`config.mk`:
```
export PLATFORM = sky130hd
export DESIGN_NAME = vending_credit_fsm
export DESIGN_NICKNAME = d
export VERILOG_FILES = /design/src/rtl/vending_credit_fsm.sv
export SDC_FILE = /design/constraint.sdc
export NUM_CORES = 1
export LEC_CHECK = 0
export BUFFER_PORTS_ARGS = -buffer_cell sky130_fd_sc_hd__buf_2
export CAP_MARGIN = 30
export CORE_ASPECT_RATIO = 1.75
export CORE_MARGIN = 5
export CORE_UTILIZATION = 52
export CTS_CLUSTER_DIAMETER = 200
export DETAILED_ROUTE_END_ITERATION = 12
export PLACE_DENSITY_LB_ADDON = 0.25
export SYNTH_ARGS = -nofsm -noshare
export SYNTH_HDL_FRONTEND = slang
export SYNTH_SLANG_ARGS = --single-unit
```
`constraint.sdc`:
```
create_clock -name clk -period 3.49 [get_ports clk]
set_input_delay 0.349 -clock clk [delete_from_list [all_inputs] [get_ports clk]]
set_output_delay 0.349 -clock clk [all_outputs]
set_load 0.005 [all_outputs]
```
`src/rtl/vending_credit_fsm.sv`:
```
// -----------------------------------------------------------------------------
// vending_credit_fsm
//
// Credit-and-transaction controller for the vending machine. It accepts coin
// pulses, holds the running credit, serves item selections and pays change
// back one CHANGE_UNIT coin per cycle. Credit is always a multiple of 5 and
// never exceeds MAX_CREDIT, so the two-digit display fed by `value` stays
// within 0..99.
//
// Optional feature macro: VENDING_SALES_COUNT_EN
//   When defined, adds output sales_total[15:0], a saturating running sum of
//   the prices of all dispensed items.
//
// Ports:
//   clk           in   system clock, all logic on posedge
//   rst           in   synchronous reset, active-high
//   coin_5        in   one-cycle pulse, 5-unit coin inserted
//   coin_10       in   one-cycle pulse, 10-unit coin inserted
//   coin_50       in   one-cycle pulse, 50-unit coin inserted
//   sel_a         in   one-cycle pulse, item A requested
//   sel_b         in   one-cycle pulse, item B requested
//   cancel        in   one-cycle pulse, return all credit
//   value         out  [7:0] current credit, to the display stage
//   dispense_a    out  one-cycle pulse, release item A
//   dispense_b    out  one-cycle pulse, release item B
//   change_pulse  out  one-cycle pulse, eject one CHANGE_UNIT coin
//   coin_reject   out  one-cycle pulse, last coin not accepted
//   low_credit    out  one-cycle pulse, selection refused (credit < price)
//   sales_total   out  [15:0] saturating sales sum (VENDING_SALES_COUNT_EN only)
//   busy          out  high while not in IDLE
//
// All outputs are registered: every response appears one cycle after the
// input pulse is sampled.
// -----------------------------------------------------------------------------
module vending_credit_fsm #(
  parameter int unsigned MAX_CREDIT  = 95,
  parameter int unsigned PRICE_A     = 15,
  parameter int unsigned PRICE_B     = 25,
  parameter int unsigned CHANGE_UNIT = 5
) (
  input  logic        clk,
  input  logic        rst,
  input  logic        coin_5,
  input  logic        coin_10,
  input  logic        coin_50,
  input  logic        sel_a,
  input  logic        sel_b,
  input  logic        cancel,
  output logic [7:0]  value,
  output logic        dispense_a,
  output logic        dispense_b,
  output logic        change_pulse,
  output logic        coin_reject,
  output logic        low_credit,
`ifdef VENDING_SALES_COUNT_EN
  output logic [15:0] sales_total,
`endif
  output logic        busy
);

  // Constants resized once so every comparison below has matching widths.
  localparam logic [8:0] MAX_CREDIT_9 = 9'(MAX_CREDIT);
  localparam logic [7:0] PRICE_A_8    = 8'(PRICE_A);
  localparam logic [7:0] PRICE_B_8    = 8'(PRICE_B);
  localparam logic [7:0] CHANGE_8     = 8'(CHANGE_UNIT);

  typedef enum logic [1:0] {
    ST_IDLE   = 2'd0,
    ST_VEND   = 2'd1,
    ST_CHANGE = 2'd2
  } state_t;

  state_t      state_r;
  state_t      state_s;
  logic [7:0]  value_r;
  logic [7:0]  value_s;
  logic        dispense_a_s;
  logic        dispense_b_s;
  logic        change_pulse_s;
  logic        coin_reject_s;
  logic        low_credit_s;
  logic        txn_s;          // a cancel or selection was accepted this cycle
  logic [1:0]  coin_count_s;
  logic        coin_any_s;
  logic [8:0]  coin_amt_s;
  logic [8:0]  sum_s;

  // Coin decode: how many coin lines are high and the value of a single coin.
  always_comb begin
    coin_count_s = {1'b0, coin_5} + {1'b0, coin_10} + {1'b0, coin_50};
    coin_any_s   = coin_5 | coin_10 | coin_50;
    if (coin_5) begin
      coin_amt_s = 9'd5;
    end else if (coin_10) begin
      coin_amt_s = 9'd10;
    end else if (coin_50) begin
      coin_amt_s = 9'd50;
    end else begin
      coin_amt_s = 9'd0;
    end
    // 9-bit sum so an overflow past 255 can never alias into a legal value.
    sum_s = {1'b0, value_r} + coin_amt_s;
  end

  // Next-state, next-credit and next-pulse logic.
  always_comb begin
    state_s        = state_r;
    value_s        = value_r;
    dispense_a_s   = 1'b0;
    dispense_b_s   = 1'b0;
    change_pulse_s = 1'b0;
    coin_reject_s  = 1'b0;
    low_credit_s   = 1'b0;
    txn_s          = 1'b0;
    case (state_r)
      ST_IDLE: begin
        // Priority cancel > sel_a > sel_b. A refused selection is not a
        // transaction, so a coin in the same cycle is still evaluated.
        // With sel_a and sel_b together, sel_b is never looked at.
        if (cancel && (value_r != 8'd0)) begin
          state_s = ST_CHANGE;
          txn_s   = 1'b1;
        end else if (sel_a) begin
          if (value_r >= PRICE_A_8) begin
            value_s      = value_r - PRICE_A_8;
            dispense_a_s = 1'b1;
            state_s      = ST_VEND;
            txn_s        = 1'b1;
          end else begin
            low_credit_s = 1'b1;
          end
        end else if (sel_b) begin
          if (value_r >= PRICE_B_8) begin
            value_s      = value_r - PRICE_B_8;
            dispense_b_s = 1'b1;
            state_s      = ST_VEND;
            txn_s        = 1'b1;
          end else begin
            low_credit_s = 1'b1;
          end
        end else begin
          state_s = ST_IDLE;
        end

        if (coin_any_s) begin
          if (txn_s || (coin_count_s != 2'd1) || (sum_s > MAX_CREDIT_9)) begin
            coin_reject_s = 1'b1;
          end else begin
            value_s = sum_s[7:0];
          end
        end else begin
          coin_reject_s = 1'b0;
        end
      end

      ST_VEND: begin
        coin_reject_s = coin_any_s;
        if (value_r != 8'd0) begin
          state_s = ST_CHANGE;
        end else begin
          state_s = ST_IDLE;
        end
      end

      ST_CHANGE: begin
        coin_reject_s  = coin_any_s;
        change_pulse_s = 1'b1;
        // Clamp at zero so a corrupted credit can never wrap around.
        if (value_r > CHANGE_8) begin
          value_s = value_r - CHANGE_8;
        end else begin
          value_s = 8'd0;
          state_s = ST_IDLE;
        end
      end

      default: begin
        state_s = ST_IDLE;
        value_s = 8'd0;
      end
    endcase
  end

  // State, credit and registered output pulses.
  always_ff @(posedge clk) begin
    if (rst) begin
      state_r      <= ST_IDLE;
      value_r      <= 8'd0;
      dispense_a   <= 1'b0;
      dispense_b   <= 1'b0;
      change_pulse <= 1'b0;
      coin_reject  <= 1'b0;
      low_credit   <= 1'b0;
      busy         <= 1'b0;
    end else begin
      state_r      <= state_s;
      value_r      <= value_s;
      dispense_a   <= dispense_a_s;
      dispense_b   <= dispense_b_s;
      change_pulse <= change_pulse_s;
      coin_reject  <= coin_reject_s;
      low_credit   <= low_credit_s;
      busy         <= (state_s != ST_IDLE);
    end
  end

  assign value = value_r;

`ifdef VENDING_SALES_COUNT_EN
  logic [16:0] sales_sum_s;
  logic [15:0] sales_next_s;

  // Saturating sales accumulator, updated on the edge that raises dispense.
  always_comb begin
    if (dispense_a_s) begin
      sales_sum_s = {1'b0, sales_total} + 17'(PRICE_A);
    end else if (dispense_b_s) begin
      sales_sum_s = {1'b0, sales_total} + 17'(PRICE_B);
    end else begin
      sales_sum_s = {1'b0, sales_total};
    end
    if (sales_sum_s[16]) begin
      sales_next_s = 16'hFFFF;
    end else begin
      sales_next_s = sales_sum_s[15:0];
    end
  end

  // Sales total register.
  always_ff @(posedge clk) begin
    if (rst) begin
      sales_total <= 16'd0;
    end else begin
      sales_total <= sales_next_s;
    end
  end
`endif

endmodule

```
; ---- After elaboration in Yosys (flattened, before gate mapping)
; Cells that the tools add are included.
[totals]
reg_bits = 16
in_bits = 8
output_inout_bits = 14
elab_cells = 69
[classes]
n_addsub = 6
magnitude_cmp = 4
n_eq_ne = 3
mux = 34
bitwise = 4
reduce_logical = 10
[op_table]
columns = cell, count
row1 = 8-bit two-way mux, 8
row2 = 8-bit one-hot mux with 3 select lines, 1
row3 = 6-bit two-way mux, 3
row4 = 2-bit two-way mux, 7
row5 = 1-bit two-way mux, 13
row6 = 8-bit by 9-bit adder with 9-bit output, 1
row7 = "9-bit by 7-bit > comparator with 1-bit output, second input constant", 1
row8 = "8-bit by 4-bit greater-or-equal comparator with 1-bit output, second input constant", 1
row9 = "8-bit by 5-bit greater-or-equal comparator with 1-bit output, second input constant", 1
row10 = "8-bit by 3-bit > comparator with 1-bit output, second input constant", 1
row11 = 8-bit nonzero test, 1
row12 = 4-bit OR reduction, 2
row13 = "8-bit by 3-bit subtractor with 8-bit output, second input constant", 1
row14 = "8-bit by 4-bit subtractor with 8-bit output, second input constant", 1
row15 = "8-bit by 5-bit subtractor with 8-bit output, second input constant", 1
row16 = 2-bit one-hot mux with 3 select lines, 1
row17 = 3-bit OR reduction, 1
row18 = 1-bit by 1-bit adder with 2-bit output, 1
row19 = 2-bit by 1-bit adder with 2-bit output, 1
row20 = "2-bit by 1-bit == test with 1-bit output, second input constant", 1
row21 = "2-bit == test, second input constant", 1
row22 = 2-bit logical NOT, 1
row23 = 1-bit logical OR, 2
row24 = "2-bit by 1-bit inequality test with 1-bit output, second input constant", 1
row25 = 6 further kinds, 8

; ---- Longest topological paths before layout
; Gate-level depths: netlist (run 1).
[depth]
ltp_word = 11
ltp_mapped = 11
depth_no_buf = 10

; ---- Worst setup path before layout (run 1)
; No wires, ideal clock.
[synth_timing]
kind = input-to-reg
startpoint = input coin_10
endpoint = register value_r[5], in the netlist value[5]
setup_ns = 0.086
arrival_time_ns = 2.693
required_time_ns = 3.404
path_slack_ns = 0.710
stages = 11
path_buffers = 1
path_cell_list = inv_1 > a21oi_1 > ha_1 > a211o_1 > a21oi_1 > mux2i_1 > xnor2_1 > a2111oi_4 > buf_6 > o221ai_1 > a221oi_2
[synth_between]
elab_chain_len = 8
elab_cells_between_ends = 14
cone_classes = add/sub (3) / order compare (1) / eq/ne (1) / mux (5) / bitwise (2) / reduce/logical (2)
[synth_lines]
columns = item, line
row1 = from (decl), 44  ; input logic coin_10,
row2 = 6-bit two-way mux or 1-bit by 1-bit adder with 2-bit output (tied branches), "94, 90"
row3 = 6-bit two-way mux or 2-bit by 1-bit adder with 2-bit output (tied branches), "92, 90"
row4 = 8-bit by 9-bit adder with 9-bit output or 2-bit by 1-bit inequality test with 1-bit output (tied branches), "102, 146"
row5 = 9-bit by 7-bit > comparator with 1-bit output or 1-bit logical OR (tied branches), 146  ; if (txn_s || (coin_count_s != 2'd1) || (sum_s > MAX_CREDIT_9)) begin
row6 = 1-bit logical OR, 146
row7 = 8-bit two-way mux, 146
row8 = 8-bit two-way mux (*), 145  ; if (coin_any_s) begin
row9 = 8-bit one-hot mux with 3 select lines (*), 115  ; case (state_r)
row10 = to (signal assigned), 197  ; value_r <= value_s;
row11 = to (decl), 75  ; logic [7:0] value_r;
; Every way passes the cells marked *; elsewhere a longest branch is shown, timed or not.
; A chain may end at the register's enable or synchronous reset.

; ---- Worst setup path in the final report (run 1)
[layout_timing]
startpoint = register value_r[0], in the netlist value[0]
endpoint = register value_r[4], in the netlist value[4]
[layout_between]
elab_chain_len = 11
elab_cells_between_ends = 27
cone_classes = add/sub (4) / order compare (4) / mux (15) / reduce/logical (4)
[layout_lines]
columns = item, line
row1 = branches (longest 10 deep; another with 8-bit by 9-bit adder with 9-bit output), -
row2 = 8-bit one-hot mux with 3 select lines (*), 115
; Mark *: on every way between the ends. The select of a mux whose other input is x is not followed.

==> results.cfg, run 1 <==
[finish]
antenna_cells = 0
final_net_count = 300
fill_cells = 355
area_delta_synth_final_pct = 9.90
fin_cells = 323
layout-drive-gt1-share = 0.173
fin_util = 0.593

[synthesis]
synth_commonest_cells = 26 x a21oi_1, 20 x nor2_1, 19 x nand2_1, 17 x o21ai_0, 16 x dfxtp_1
synth-main-ff-cell = dfxtp_1
ys_ff_latch = 16
syn_avg_cell_area_um2 = 7.53
ys.warnings.count = 0
synthTopCellsByArea = dfxtp_1 16%, ha_1 7.7%, a21oi_1 6.6%
syn-num-nets = 282
ys_seq_area_frac = 0.164
async_flop_share = 0
synth_cells = 260
synth.most_common_cell = a21oi_1
synth_top_area_share = 0.164
yosysTopAreaCell = dfxtp_1
netlist_area_mm2 = 0.00196
synth_edf_count = 0
ys_types = 62

[grt]
grt_max_degree = 22
grt_pass1_vias = 1986
grt_pass1_wl_um = 9360
overflow = 0
grt_usage = 0.224
antenna_found_initial = 0

[floorplan]
boundaryPins = 22
die_w_um = 56.4
start_util = 0.540
die_y_um = 91.2
die-area_mm2 = 0.00514
num_rows = 29
core_area_mm2 = 0.00363

[clock_network]
postCtsResizedCells = 0
cts.htree.levels = 1
post_cts_buffers = 0
path_clk_slew_ns = 0.07
cts_hold_buf = 0
clk_latency_ns = 0.26
tritoncts = done
cts-root-buf = clkbuf_8
clock_path_buffers = 2
cts_made_buffers = 3
clock-sinks = 16

[status]
violations = DRC
status = finished with violations

[drt]
dr_total_vias = 2112
wirelength_um = 5660
drt.antenna.violating_nets = 0
viasPerCell = 6.54
drc = 1
wl_per_cell_um = 17.5
dr.pass1.iters = 8
drtIter0Drc = 128

[critical_path]
path_max_fanout = 11
cp.required_ns = 3.67
path_cells = ha_1, fa_1, a211oi_1, nor2_1, o41a_1, nand3_1, a2111oi_4, buf_4, or3_1, a41oi_1
start_kind = flip-flop
end_kind = flip-flop
worstPathArrival_ns = 3.32
slowest_delay_ns = 0.43
cp_slowest_cell = dfxtp_1
worstSetupPathType = reg2reg

[power_and_ir_drop]
ir_worst_vdd_uv = 467
leakage_nw = 0.886
power_mw = 1.60
pwr_density_cell_mw_per_mm2 = 744

[timing]
slew_viol_final = 0
relSlewSlack = 0.576
max_freq_mhz = 319
rsz0062_at_grt = false
worst_pin_slew_ns = 0.632
fin_ws_ns = 0.352
tns_ns = 0
fin_crit_sh = 0.899
skew_ns = 0.00496
setup_viol = 0
final-hold-violation-count = 0
min_period_ns = 3.14

[min_path]
worstHoldPathType = in2reg

[job]
maxCapViolations = 0

[placement]
dp_hpwl_um = 4310
dp_slack_ns = 0.267
placed_cells = 319
place.gp.congestion = 0.899
place.port_buffers = 21
## logic make-up after synthesis
| logic type | count (synthesis) | synth area share |
|---|---|---|
| multiplexers | 5 | 0.0256 |
| adder cells (fa/ha/maj) | 14 | 0.0971 |
| AO/OA/AOI/OAI | 96 | 0.360 |
| AND/OR/NAND/NOR | 94 | 0.262 |
| buffers and inverters | 30 | 0.0696 |
| XOR/XNOR | 5 | 0.0224 |
| flip-flops | 16 | 0.164 |
## power breakdown
group          leakage [nW]  internal (mW)  switching [mW]
sequential            0.131          0.240          0.0774
combinational         0.726          0.447           0.661
clock                0.0288          0.100          0.0753
total                 0.886          0.788           0.813
## flip-flops by register name, summed over array words and instances, names as in the netlist
| name | count |
|---|---|
| dispense_b | 1 |
| dispense_a | 1 |
| state_r | 2 |
| low_credit | 1 |
| coin_reject | 1 |
| busy | 1 |
| value | 8 |
| change_pulse | 1 |
## layout by cell type (no fill, tap or decap), types with 4 or more instances in the layout
master    netlist  routed
a211oi_1        5       5
a21oi_1        26      26
a31oi_1         5       5
buf_2           1      21
buf_4           0       8
clkbuf_8        0       4
dfxtp_1        16      16
ha_1           12      12
inv_1          14      14
mux2i_1         5       5
nand2_1        19      19
nand3_1         9       9
nor2_1         20      20
nor2b_1         5       5
nor3_1         13      13
o211ai_1        4       4
o21ai_0        17      17
o31ai_1         4       4
or3_1           4       4
xnor2_1         4       4
## critical path: cells and delay by family (launching register included)
kind / cells / cell delay [ns]
simple gates: 3 / 0.74
fa+ha+maj: 2 / 0.72
flops: 1 / 0.43
buf+inv: 1 / 0.20
compound gates: 4 / 0.97
## worst paths after layout
path | from | depth (start not counted) | slack, ns | endpoint
max reg2reg | value[0]$_SDFFE_PP0P_ | 10 | 0.35 | value[4]$_SDFFE_PP0P_
min reg2reg | state_r[0]$_SDFF_PP0_ | 2 | 0.59 | state_r[0]$_SDFF_PP0_
min | rst | 2 | 0.47 | change_pulse$_SDFF_PP0_
max | value[0]$_SDFFE_PP0P_ | 10 | 0.35 | value[4]$_SDFFE_PP0P_
## layer usage
metal / track usage / vias up / wire, um
li1: - / 1011 / -
met4: 0.166 / 0 / 399
met1: 0.258 / 980 / 2190
met2: 0.367 / 88 / 2810
met5: 0 / - / 0
met3: 0.0298 / 33 / 259
## through the flow
| step | instance area (um^2) | hold slack (ns) |
|---|---|---|
| global route | 2150 | 0.515 |
| floorplan | 1960 | 0.426 |
| detailed placement | 2100 | 0.569 |
| global placement | 2100 | 0.572 |
| CTS | 2150 | 0.471 |
| finish | 2150 | 0.474 |
## area by class of cell
class	instances	area [um^2]	area share
tap	46	57.6	0.0267
timing repair buffer	29	165	0.0767
sequential	16	320	0.149
inverter	14	52.6	0.0244
clock buffer	4	55.1	0.0256
multi-input combinational	214	1500	0.698
No activity file was read; power rests on OpenSTA's default activity.
==> run 2: changes to the inputs <==
Settings changed: CELL_PAD_IN_SITES_DETAIL_PLACEMENT set to 1, CELL_PAD_IN_SITES_GLOBAL_PLACEMENT set to 1, CORE_UTILIZATION 52 to 43, MAX_ROUTING_LAYER set to met4.
==> run 2 against run 1 <==
The flow now finishes without violations. Via count up 1.5%. Non-clock buffer count rose by 1. Core utilization fell by 10 points. Sequential power hardly changed. Flip-flop and latch count is the same.
==> results.cfg, run 2 (synthesis results as in run 1) <==
[clock_network]
cts.htree.levels = 1
post_cts_buffers = 0
cts-root-buf = clkbuf_8
clock_path_buffers = 2
tritoncts = done
cts_hold_buf = 0
clock-sinks = 16
cts_made_buffers = 3
clk_latency_ns = 0.26
postCtsResizedCells = 0
path_clk_slew_ns = 0.08

[grt]
grt_pass1_vias = 2127
overflow = 0
antenna_found_initial = 0
grt_max_degree = 21
grt_usage = 0.238
grt_pass1_wl_um = 10700

[drt]
drtIter0Drc = 122
dr_total_vias = 2144
dr.pass1.iters = 4
wl_per_cell_um = 20.1
drt.antenna.violating_nets = 0
drc = 0
wirelength_um = 6600
viasPerCell = 6.52

[timing]
final-hold-violation-count = 0
tns_ns = 0
rsz0062_at_grt = false
setup_viol = 0
max_freq_mhz = 324
fin_crit_sh = 0.886
relSlewSlack = 0.560
skew_ns = 0.00504
fin_ws_ns = 0.399
slew_viol_final = 0
min_period_ns = 3.09
worst_pin_slew_ns = 0.656

[critical_path]
end_kind = flip-flop
cp.required_ns = 3.66
critPathMostFrequentCell = a21oi_1
path_cells = buf_2, inv_1, a21oi_1, ha_1, a211o_1, a21oi_1, mux2i_1, xnor2_1, a2111oi_4, buf_4, or3_1, a41oi_1
worstSetupPathType = in2reg
worstPathArrival_ns = 3.26
path_max_fanout = 11
start_kind = input port
slowest_delay_ns = 0.40
cp_slowest_cell = or3_1

[floorplan]
core_area_mm2 = 0.00440
boundaryPins = 22
die_w_um = 61.0
die_y_um = 99.3
die-area_mm2 = 0.00606
start_util = 0.445
num_rows = 32

[power_and_ir_drop]
ir_worst_vdd_uv = 435
pwr_density_cell_mw_per_mm2 = 765
p_sw_frac = 0.521
clkPwrFrac = 0.108
p_seq_frac = 0.191
comb_power_share = 0.700
internal-power_mw = 0.794
leakage_nw = 0.891
p_switching_mw = 0.863
power_mw = 1.66

[job]
maxCapViolations = 0

[finish]
layout-drive-gt1-share = 0.176
largest_reg_flops = 8
final_net_count = 301
regArea_um2 = 320
fin_cells = 329
multiInputGateArea_mm2 = 0.00150
fill_cells = 574
layout_common_cells = 26 x a21oi_1, 21 x buf_2, 20 x nor2_1
final_common_cell = a21oi_1
antenna_cells = 0
postLayoutCellArea_mm2 = 0.00217
area_delta_synth_final_pct = 10.6

[placement]
place.port_buffers = 21
post_dp_cell_area_mm2 = 0.00211
dp_slack_ns = 0.151
dp_hpwl_um = 5080
placed_cells = 325
place.gp.congestion = 0.918

[min_path]
worstHoldPathType = in2reg

[status]
status = complete, no violations
run 2: changes by cell type in the layout (fill, tap and decap cells not counted):
| cell | previous run | this run |
|---|---|---|
| buf_4 | 8 | 9 |
run 2: metrics by stage:
stage / hold slack [ns] / utilization
CTS: 0.478 / 0.492
finish: 0.481 / 0.492
global placement: 0.584 / 0.479
floorplan: 0.426 / -
detailed placement: 0.585 / 0.479
global route: 0.526 / 0.492
run 2: worst paths after layout:
| path | from | cells after the start | slack [ns] | endpoint |
|---|---|---|---|---|
| min reg2reg | state_r[0]$_SDFF_PP0_ | 2 | 0.60 | state_r[0]$_SDFF_PP0_ |
| max | coin_10 | 12 | 0.40 | value[4]$_SDFFE_PP0P_ |
| max reg2reg | value[1]$_SDFFE_PP0P_ | 9 | 0.41 | value[4]$_SDFFE_PP0P_ |
| min | rst | 2 | 0.48 | change_pulse$_SDFF_PP0_ |
run 2: cell type report:
type                            count  share of cell area
Inverter                           14              0.0243
Clock buffer                        4              0.0254
Sequential cell                    16               0.148
Multi-Input combinational cell    214               0.693
Timing Repair Buffer               30              0.0797
Tap cell                           51              0.0295
run 2: per-layer routing:
| layer | global-route usage | vias up | share of wire |
|---|---|---|---|
| li1 | - | 1006 | - |
| met1 | 0.258 | 1055 | 0.38 |
| met2 | 0.412 | 56 | 0.54 |
| met3 | 0.0234 | 27 | 0.034 |
| met4 | 0.117 | 0 | 0.047 |
| met5 | - | - | 0 |
run 2: critical path, delay by kind of cell:
| kind | cells | cell delay [ns] |
|---|---|---|
| AOI/OAI and AO/OA | 5 | 1.28 |
| buffers and inverters | 3 | 0.39 |
| and+or+nand+nor | 1 | 0.40 |
| muxes | 1 | 0.16 |
| adders and majority gates | 1 | 0.29 |
| xor gates and xnor gates | 1 | 0.39 |
run 2: power groups by stage:
stage | Combinational (mW) | Sequential, mW | Clock (mW)
floorplan | 0.829 | 0.302 | 0
global placement | 1.12 | 0.315 | 0
detailed placement | 1.14 | 0.320 | 0
CTS | 1.16 | 0.317 | 0.181
global route | 1.27 | 0.331 | 0.186
finish | 1.16 | 0.317 | 0.180
==> run 3: changes to the inputs <==
Settings changed: PLACE_DENSITY set to 0.84, PLACE_DENSITY_LB_ADDON 0.25 to unset.
==> run 3 against run 2 <==
Routed wire length down 1.6%. Clock power barely moved. Total power shrank 0.45%. Sequential share of layout area up 0.051 points. Worst setup slack lost 0.060 ns. Die area unchanged. Worst hold slack better by 0.0041 ns. First-iteration DRC count down 36%. Clock skew rose by 0.0084 ns. Highest routed layer unchanged.
==> results.cfg, run 3 (synthesis results as in run 1) <==
[status]
status = complete, no violations

[clock_network]
cts.htree.levels = 1
cts-root-buf = clkbuf_8
clock-sinks = 16
clock_path_buffers = 2
cts_made_buffers = 3
post_cts_buffers = 0
cts_hold_buf = 0
path_clk_slew_ns = 0.08
postCtsResizedCells = 0
tritoncts = done
clk_latency_ns = 0.27

[grt]
grt_max_degree = 20
grt_pass1_vias = 2220
grt_pass1_wl_um = 10700
grt_usage = 0.236
overflow = 0
antenna_found_initial = 0

[timing]
fin_crit_sh = 0.903
final-hold-violation-count = 0
setup_viol = 0
rsz0062_at_grt = false
min_period_ns = 3.15
slew_viol_final = 0
skew_ns = 0.0135
tns_ns = 0
max_freq_mhz = 317
relSlewSlack = 0.536
worst_pin_slew_ns = 0.691

[min_path]
worstHoldPathType = in2reg
min_from = rst
whs_endpoint = change_pulse$_SDFF_PP0_
hold_depth = 2

[drt]
wirelength_um = 6490
drt.antenna.violating_nets = 0
dr.pass1.iters = 4
dr_total_vias = 2125
drc = 0
wl_per_cell_um = 19.8
drtIter0Drc = 78
viasPerCell = 6.48

[placement]
place.gp.congestion = 0.891
placed_cells = 324
dp_hpwl_um = 4910
place.port_buffers = 21
post_dp_cell_area_mm2 = 0.00210

[finish]
antenna_cells = 0
fin_util = 0.490
largest_reg_flops = 8
layout_common_cells = 26 x a21oi_1, 21 x buf_2, 20 x nor2_1
area_delta_synth_final_pct = 10.2
postLayoutCellArea_mm2 = 0.00216
layout-drive-gt1-share = 0.173
final_common_cell = a21oi_1
fin_cells = 328
final_net_count = 300

[floorplan]
die_w_um = 61.0
core_area_mm2 = 0.00440
start_util = 0.445
die-area_mm2 = 0.00606
die_y_um = 99.3
boundaryPins = 22
num_rows = 32

[critical_path]
start_kind = flip-flop
critPathMostFrequentCell = a211oi_1
worstSetupPathType = reg2reg
cp_slowest_cell = dfxtp_1
cp.required_ns = 3.68
path_max_fanout = 11
slowest_delay_ns = 0.45
worst-r2r-setup-slack_ns = 0.34
r2r_cells = 10
worstPathArrival_ns = 3.34
r2r-end = value[5]$_SDFFE_PP0P_
path_cells = ha_1, fa_1, a211oi_1, nor2_1, a211oi_1, o21ai_0, a2111oi_4, buf_4, o221ai_1, a221oi_2
end_kind = flip-flop
worstReg2RegStart = value[0]$_SDFFE_PP0P_

[power_and_ir_drop]
pwr_density_cell_mw_per_mm2 = 764
ir_worst_vdd_uv = 368
leakage_nw = 0.886

[job]
maxCapViolations = 0
run 3: cell type report:
type | count | area [um^2]
inverter | 14 | 52.6
tap | 51 | 63.8
clock buffer | 4 | 55.1
multi-input combinational | 214 | 1500
timing repair buffer | 29 | 165
sequential | 16 | 320
fill | 577 | 2250
run 3: power by group:
group | leakage [nW] | internal (mW) | switching [mW]
clock network | 0.0288 | 0.101 | 0.0811
registers | 0.131 | 0.240 | 0.0825
logic | 0.726 | 0.449 | 0.696
total | 0.886 | 0.790 | 0.859
run 3: routing by layer:
layer  routed length, um  vias up  GRT usage
met4                 294        0      0.129
li1                    -     1008          -
met3                 213       25     0.0208
met5                   0        -          -
met2                3510       59      0.409
met1                2480     1033      0.251
run 3: through the flow:
stage / power (mW) / hold slack [ns] / worst slack, ns
final: 1.65 / 0.485 / 0.340
after global routing: 1.78 / 0.513 / 0.0210
after CTS: 1.64 / 0.483 / 0.328
after detailed placement: 1.44 / 0.596 / 0.195
after global placement: 1.41 / 0.576 / 0.262
after floorplan: 1.13 / 0.426 / 0.710
run 3: critical path, delay by kind of cell, from the launching register on:
| family | cells | cell delay (ns) |
|---|---|---|
| and+or+nand+nor | 1 | 0.17 |
| buffers and inverters | 1 | 0.23 |
| DFF | 1 | 0.45 |
| adders and majority gates | 2 | 0.73 |
| AOI/OAI and AO/OA | 6 | 1.48 |
run 3: how the worst max path moves through the flow:
| stage | from | end | slack, ns | cells past startpoint |
|---|---|---|---|---|
| after detailed placement | coin_10 | value[5]$_SDFFE_PP0P_ | 0.19 | 12 |
| after global routing | value[0]$_SDFFE_PP0P_ | value[0]$_SDFFE_PP0P_ | 0.02 | 10 |
| final | value[0]$_SDFFE_PP0P_ | value[5]$_SDFFE_PP0P_ | 0.34 | 10 |
| after floorplan | coin_10 | value[5]$_SDFFE_PP0P_ | 0.71 | 11 |
| after global placement | coin_10 | value[5]$_SDFFE_PP0P_ | 0.26 | 12 |
| after CTS | value[0]$_SDFFE_PP0P_ | value[5]$_SDFFE_PP0P_ | 0.33 | 10 |
